`src/rtl/sipo_deser_if.sv`:
```
// sipo_deser_if: bundles the deserializer's control, serial, and output-handshake signals.
//   en     shift strobe, one beat per cycle high
//   clr    synchronous clear of datapath and flags
//   load   parallel preload of the shift register from pdata
//   pdata  preload value
//   si     serial beat; si[LANES-1] is the earliest-in-time bit
//   ready  downstream accepts data
//   sr     live shift register contents
//   count  beats received in the current word
//   data   last completed word, held
//   valid  data holds an unconsumed word
//   ovf    sticky: a completed word was dropped
//   parity even parity of the captured word (0 unless SIPO_PARITY_EN)
// slave modport is the deserializer side; master is the producer/consumer side.
interface sipo_deser_if #(
  parameter int unsigned WIDTH = 10,
  parameter int unsigned LANES = 1
);
  localparam int unsigned BEATS = WIDTH / LANES;
  localparam int unsigned CW    = (BEATS > 1) ? $clog2(BEATS) : 1;

  logic             en;
  logic             clr;
  logic             load;
  logic [WIDTH-1:0] pdata;
  logic [LANES-1:0] si;
  logic             ready;
  logic [WIDTH-1:0] sr;
  logic [CW-1:0]    count;
  logic [WIDTH-1:0] data;
  logic             valid;
  logic             ovf;
  logic             parity;

  modport slave (
    input  en, clr, load, pdata, si, ready,
    output sr, count, data, valid, ovf, parity
  );

  modport master (
    output en, clr, load, pdata, si, ready,
    input  sr, count, data, valid, ovf, parity
  );
endinterface

```
`src/rtl/sipo_deser.sv`:
```
// sipo_deser: serial-in/parallel-out deserializer with held output word and valid/ready handshake.
//   i_CLK  clock, rising edge
//   i_RST  synchronous active-high reset
//   bus    sipo_deser_if.slave: en/clr/load/pdata/si/ready in; sr/count/data/valid/ovf/parity out
// Parameters: WIDTH (word bits, multiple of LANES), LANES (bits per beat), MSB_FIRST (shift dir).
// Optional feature macro: SIPO_PARITY_EN registers the even parity of each captured word on
// bus.parity; when undefined bus.parity is tied to 0.
module sipo_deser #(
  parameter int unsigned WIDTH     = 10,
  parameter int unsigned LANES     = 1,
  parameter int unsigned MSB_FIRST = 0
) (
  input  logic          i_CLK,
  input  logic          i_RST,
  sipo_deser_if.slave   bus
);
  localparam int unsigned BEATS = WIDTH / LANES;
  localparam int unsigned CW    = (BEATS > 1) ? $clog2(BEATS) : 1;

  typedef enum logic [0:0] {StEmpty, StFull} state_e;

  logic [WIDTH-1:0] sr_q, sr_d, sr_shift;
  logic [CW-1:0]    count_q, count_d;
  logic [WIDTH-1:0] data_q, data_d;
  logic             ovf_q, ovf_d;
  state_e           state_q, state_d;
  logic             complete;

  // Shifted value for one enabled beat
  if (LANES == WIDTH) begin : g_full_lane
    assign sr_shift = bus.si;
  end else if (MSB_FIRST == 0) begin : g_lsb_first
    assign sr_shift = {bus.si, sr_q[WIDTH-1:LANES]};
  end else begin : g_msb_first
    assign sr_shift = {sr_q[WIDTH-LANES-1:0], bus.si};
  end

  // Shift register and beat counter
  always_comb begin
    sr_d     = sr_q;
    count_d  = count_q;
    complete = 1'b0;
    if (bus.clr) begin
      sr_d    = '0;
      count_d = '0;
    end else if (bus.load) begin
      sr_d    = bus.pdata;
      count_d = '0;
    end else if (bus.en) begin
      sr_d = sr_shift;
      if (count_q == CW'(BEATS - 1)) begin
        count_d  = '0;
        complete = 1'b1;
      end else begin
        count_d = count_q + 1'b1;
      end
    end
  end

  // Output word state machine; completed word is the post-edge SR value (sr_d)
  always_comb begin
    state_d = state_q;
    data_d  = data_q;
    ovf_d   = ovf_q;
    if (bus.clr) begin
      state_d = StEmpty;
      data_d  = '0;
      ovf_d   = 1'b0;
    end else begin
      unique case (state_q)
        StEmpty: begin
          if (complete) begin
            data_d  = sr_d;
            state_d = StFull;
          end
        end
        StFull: begin
          if (complete) begin
            if (bus.ready) data_d = sr_d;  // back-to-back transfer, stay full
            else           ovf_d  = 1'b1;  // pending word not taken: drop the new one
          end else if (bus.ready) begin
            state_d = StEmpty;
          end
        end
        default: state_d = StEmpty;
      endcase
    end
  end

  always_ff @(posedge i_CLK) begin
    if (i_RST) begin
      sr_q    <= '0;
      count_q <= '0;
      data_q  <= '0;
      ovf_q   <= 1'b0;
      state_q <= StEmpty;
    end else begin
      sr_q    <= sr_d;
      count_q <= count_d;
      data_q  <= data_d;
      ovf_q   <= ovf_d;
      state_q <= state_d;
    end
  end

`ifdef SIPO_PARITY_EN
  logic parity_q, parity_d;

  // Parity follows data_q exactly: loaded whenever data_d takes a new word
  always_comb begin
    parity_d = parity_q;
    if (bus.clr) begin
      parity_d = 1'b0;
    end else if (complete && ((state_q == StEmpty) || bus.ready)) begin
      parity_d = ^sr_d;
    end
  end

  always_ff @(posedge i_CLK) begin
    if (i_RST) parity_q <= 1'b0;
    else       parity_q <= parity_d;
  end

  assign bus.parity = parity_q;
`else
  assign bus.parity = 1'b0;
`endif

  assign bus.sr    = sr_q;
  assign bus.count = count_q;
  assign bus.data  = data_q;
  assign bus.valid = (state_q == StFull);
  assign bus.ovf   = ovf_q;
endmodule

```
`src/flat_wrapper.sv`:
```
// flat-port wrapper written by rule: the top's interface ports become plain ports
module sipo_deser_flat 
#(
  parameter int unsigned WIDTH     = 10,
  parameter int unsigned LANES     = 1,
  parameter int unsigned MSB_FIRST = 0
)
  (i_CLK, i_RST, bus_en, bus_clr, bus_load, bus_pdata, bus_si, bus_ready, bus_sr, bus_count, bus_data, bus_valid, bus_ovf, bus_parity);
  sipo_deser_if #(.WIDTH(WIDTH), .LANES(LANES)) bus_i ();
  input  logic i_CLK;
  input  logic i_RST;
  input wire logic [$bits(bus_i.en)-1:0] bus_en;
  input wire logic [$bits(bus_i.clr)-1:0] bus_clr;
  input wire logic [$bits(bus_i.load)-1:0] bus_load;
  input wire logic [$bits(bus_i.pdata)-1:0] bus_pdata;
  input wire logic [$bits(bus_i.si)-1:0] bus_si;
  input wire logic [$bits(bus_i.ready)-1:0] bus_ready;
  output wire logic [$bits(bus_i.sr)-1:0] bus_sr;
  output wire logic [$bits(bus_i.count)-1:0] bus_count;
  output wire logic [$bits(bus_i.data)-1:0] bus_data;
  output wire logic [$bits(bus_i.valid)-1:0] bus_valid;
  output wire logic [$bits(bus_i.ovf)-1:0] bus_ovf;
  output wire logic [$bits(bus_i.parity)-1:0] bus_parity;
  assign bus_i.en = bus_en;
  assign bus_i.clr = bus_clr;
  assign bus_i.load = bus_load;
  assign bus_i.pdata = bus_pdata;
  assign bus_i.si = bus_si;
  assign bus_i.ready = bus_ready;
  assign bus_sr = bus_i.sr;
  assign bus_count = bus_i.count;
  assign bus_data = bus_i.data;
  assign bus_valid = bus_i.valid;
  assign bus_ovf = bus_i.ovf;
  assign bus_parity = bus_i.parity;
  sipo_deser #(.WIDTH(WIDTH), .LANES(LANES), .MSB_FIRST(MSB_FIRST)) u_core (.i_CLK(i_CLK), .i_RST(i_RST), .bus(bus_i));
endmodule
```
`config.mk`:
```
export PLATFORM = sky130hd
export DESIGN_NAME = sipo_deser_flat
export DESIGN_NICKNAME = d
export VERILOG_FILES = /design/src/rtl/sipo_deser_if.sv /design/src/rtl/sipo_deser.sv /design/src/flat_wrapper.sv
export SDC_FILE = /design/constraint.sdc
export NUM_CORES = 1
export LEC_CHECK = 0
export BUFFER_PORTS_ARGS = -buffer_cell sky130_fd_sc_hd__buf_2
export CORE_UTILIZATION = 48
export CTS_CLUSTER_DIAMETER = 80
export DETAILED_ROUTE_END_ITERATION = 7
export GPL_TIMING_DRIVEN = 0
export PLACE_DENSITY = 0.76
export SLEW_MARGIN = 25
export SYNTH_ARGS = -nofsm -noshare
export SYNTH_HDL_FRONTEND = slang
export SYNTH_SLANG_ARGS = --single-unit
```
`constraint.sdc`:
```
create_clock -name i_CLK -period 1.7 [get_ports i_CLK]
set_input_delay 0.34 -clock i_CLK [delete_from_list [all_inputs] [get_ports i_CLK]]
set_output_delay 0.34 -clock i_CLK [all_outputs]
set_load 0.01 [all_outputs]
```
==> impl_metrics.csv <==
group,metric,value,unit
outcome,outcome,"complete, no violations",
clock_network,cts_tree,"yes",
setup_path,crit_path_end_kind,"flop",
clock_network,clock_latency,0.32,ns
die,die_w,52.8,µm
final_layout,fin_nets,176,
setup_path,crit_required,1.92,ns
pwr,seq_power_share,62.4,%
setup_path,crit_arrival,1.69,ns
die,initial_utilization,50.4,%
route,drt_iter0_drc,8,
die,num_rows,18,
logic_synthesis,synth_top_area_cell,"dfxtp_1",
timing,fmax,681,MHz
timing,final.setup.tns,0,ns
clock_network,cts_root_buffer,"clkbuf_4",
die,dieHeight,52.8,µm
route,wl_per_cell,13.5,µm
final_layout,fillers,235,
logic_synthesis,ys_ff_latch,26,
final_layout,multiInputGateArea,644,µm²
placed_design,gp_congestion,0.758,
timing,worst_slew_pin_slew,0.510,ns
logic_synthesis,ys_warn_count,0,
setup_path,cp_max_fo,10,
setup_path,crit_buf_inv,0,
final_layout,seq_area,520,µm²
route,drc,0,
clock_network,htree_num_levels,1,
run,max_cap_viol_count,0,
final_layout,final_core_util,61.2,%
final_layout,area_delta_synth_final,21.4,%
setup_path,worstSetupStartpointType,"flop",
global_routing,overflow,0,
pwr,intPower,762,µW
timing,finalMaxSlewViolations,0,
setup_path,reg2reg_from,"u_core.bus.count[1]",
logic_synthesis,synth.distinct_cells,33,
min_path,hold_path_class,"in -> reg",
logic_synthesis,syn_avg_cell_area,11.0,µm²
min_path,hold_end,"u_core.bus.sr[9]",
route,viasPerCell,5.23,
pwr,pwr-share-comb,12.4,%
logic_synthesis,yosysTopAreaCellShare,42.1,%
final_layout,drive_gt1_share,45.2,%
logic_synthesis,netlist_top_cells_count,"dfxtp_1 (26), nor2b_1 (11), mux2i_1 (10), a211oi_2 (9), and2_1 (9)",
logic_synthesis,synthArstFlopShare,0,%
pwr,sw_frac_of_total,24.5,%
timing,fin_crit_sh,86.4,%
die,core_area,2450,µm²
timing,relSlewSlack,65.9,%
clock_network,clock_path_buffers,2,
clock_network,clk_pin_slew,0.13,ns
timing,final.min_clock_period,1.47,ns
route,ant_nets,0,
global_routing,grt_pass1_wl,3.94,mm
die,dieArea,2790,µm²
clock_network,hold_buffers,0,
timing,hold_violations,0,
logic_synthesis,netlist_area,1240,µm²
setup_path,max_stage_delay,0.40,ns
logic_synthesis,synthTopCellsByArea,"dfxtp_1 (42%), a211oi_2 (9.1%), mux2i_1 (8.1%), nor2b_1 (5.6%), mux2_2 (5.5%)",
setup_path,cp_slowest_cell,"dfxtp_1",
logic_synthesis,syn_inst,113,
min_path,min-delay-start,"bus_pdata[9]",
timing,skew,0.00146,ns
logic_synthesis,synth_nets,130,
setup_path,regToRegSetupSlack,0.23,ns
die,io_pins,44,
setup_path,crit_family,"simple AND/OR/NAND/NOR gates",
route,vias,978,
placed_design,io_buffers,41,
placed_design,dp_hpwl,1.96,mm
pwr,clkPwrFrac,25.2,%
pwr,switchingPower,248,µW
setup_path,r2r-end,"u_core.bus.data[7]",
timing,rsz0062_at_grt,"no",
logic_synthesis,synth_edf_count,0,
clock_network,ctsResizeCount,0,
pwr,p_leak,0.000695,µW
clock_network,post_cts_buffers,0,
timing,setup_viol,0,
global_routing,grt_max_degree,14,
global_routing,grt_usage,19.9,%
global_routing,antenna_found_initial,0,
route,routed_wl,2.52,mm
pwr,pwr_density_cell,672,nW/µm²
logic_synthesis,yosysSeqAreaShare,42.1,%
setup_path,r2r.worst_path.cells,3,
route,drt-pass1-iter-count,4,
logic_synthesis,ys.flop_type,"dfxtp_1",
setup_path,path_class,"reg -> reg",
pwr,vdd_ir_drop_max,555,µV
global_routing,grt_pass1_vias,871,
setup_path,cp_cell_sequence,"nor3_2 > nand3_4 > mux2_1",
final_layout,n_antenna_cell,0,
min_path,hold_depth,3,
logic_synthesis,synth_most_common_cell,"dfxtp_1",
clock_network,cts_buffers,3,
clock_network,cts.sinks,26,
-- metal layers --
layer	global-route usage [%]	part of all wire, %	vias to the layer above
li1	-	-	485
met1	23.6	42	462
met2	33.8	51	26
met3	3.19	4.8	5
met4	10.5	1.8	0
met5	0	0	-
-- power by group through the flow --
stage                     logic [µW]  clock network, µW  registers [µW]
final                            125                254             630
after detailed placement         126                  0             643
after floorplan                 76.4                  0             647
after global placement           124                  0             643
after CTS                        127                263             630
after global routing             137                277             631
-- registers in the layout, summed over array words and instances (netlist names) --
signal            count
u_core.bus.count      4
u_core.bus.data      10
u_core.bus.ovf        1
u_core.bus.sr        10
u_core.bus.valid      1
-- worst reg2reg max path, stage by stage, from the launching register on --
cell,delay (ns)
dfxtp_1,0.40
nor3_2,0.39
nand3_4,0.22
mux2_1,0.36
-- cell families after synthesis --
kind of cell | synth area share [%]
other | 0.303
XOR/XNOR | 1.42
buffers and inverters | 5.86
multiplexers | 16.3
AND/OR/NAND/NOR | 18.6
flip-flops | 42.1
AO/OA/AOI/OAI | 15.5
-- final cells by class --
cell class                      count  area share [%]
Multi-Input combinational cell     77            42.9
Sequential cell                    26            34.6
Timing Repair Buffer               41            13.7
Buffer                              6            3.83
Tap cell                           30            2.50
Clock buffer                        3            1.50
Inverter                            4           0.999
-- stage by stage --
step	cells	setup WS (ns)	instance area (µm²)	hold WS (ns)	power, µW
after floorplan	113	0.373	1240	0.511	723
after global placement	184	0.229	1480	0.453	767
after detailed placement	184	0.191	1480	0.485	770
after CTS	187	0.221	1500	0.309	1020
after global routing	187	0.138	1500	0.312	1050
final	187	0.231	1500	0.308	1010
-- worst max-delay path by stage --
stage / start / cells past startpoint / end / slack, ns
after floorplan: u_core.bus.count[0] / 3 / u_core.bus.data[5] / 0.37
after detailed placement: bus_clr / 4 / u_core.bus.data[7] / 0.19
after CTS: u_core.bus.count[1] / 3 / u_core.bus.data[7] / 0.22
after global placement: bus_clr / 4 / u_core.bus.data[5] / 0.23
final: u_core.bus.count[1] / 3 / u_core.bus.data[7] / 0.23
after global routing: u_core.bus.count[1] / 3 / u_core.bus.data[5] / 0.14
-- placed cells by master (no fill, tap or decap), types with 2 or more instances in the layout --
cell type	Yosys	routed
buf_6	4	4
nor2_1	5	5
inv_1	3	3
mux2_2	6	6
a211oi_2	9	9
buf_2	1	42
clkbuf_4	0	3
and2_1	9	9
mux2i_1	10	10
xnor2_1	2	2
dfxtp_1	26	26
nand2_1	3	3
mux2_1	3	3
a21oi_1	2	2
nor2b_1	11	11
Note: power is estimated with default switching activity, not from simulation.
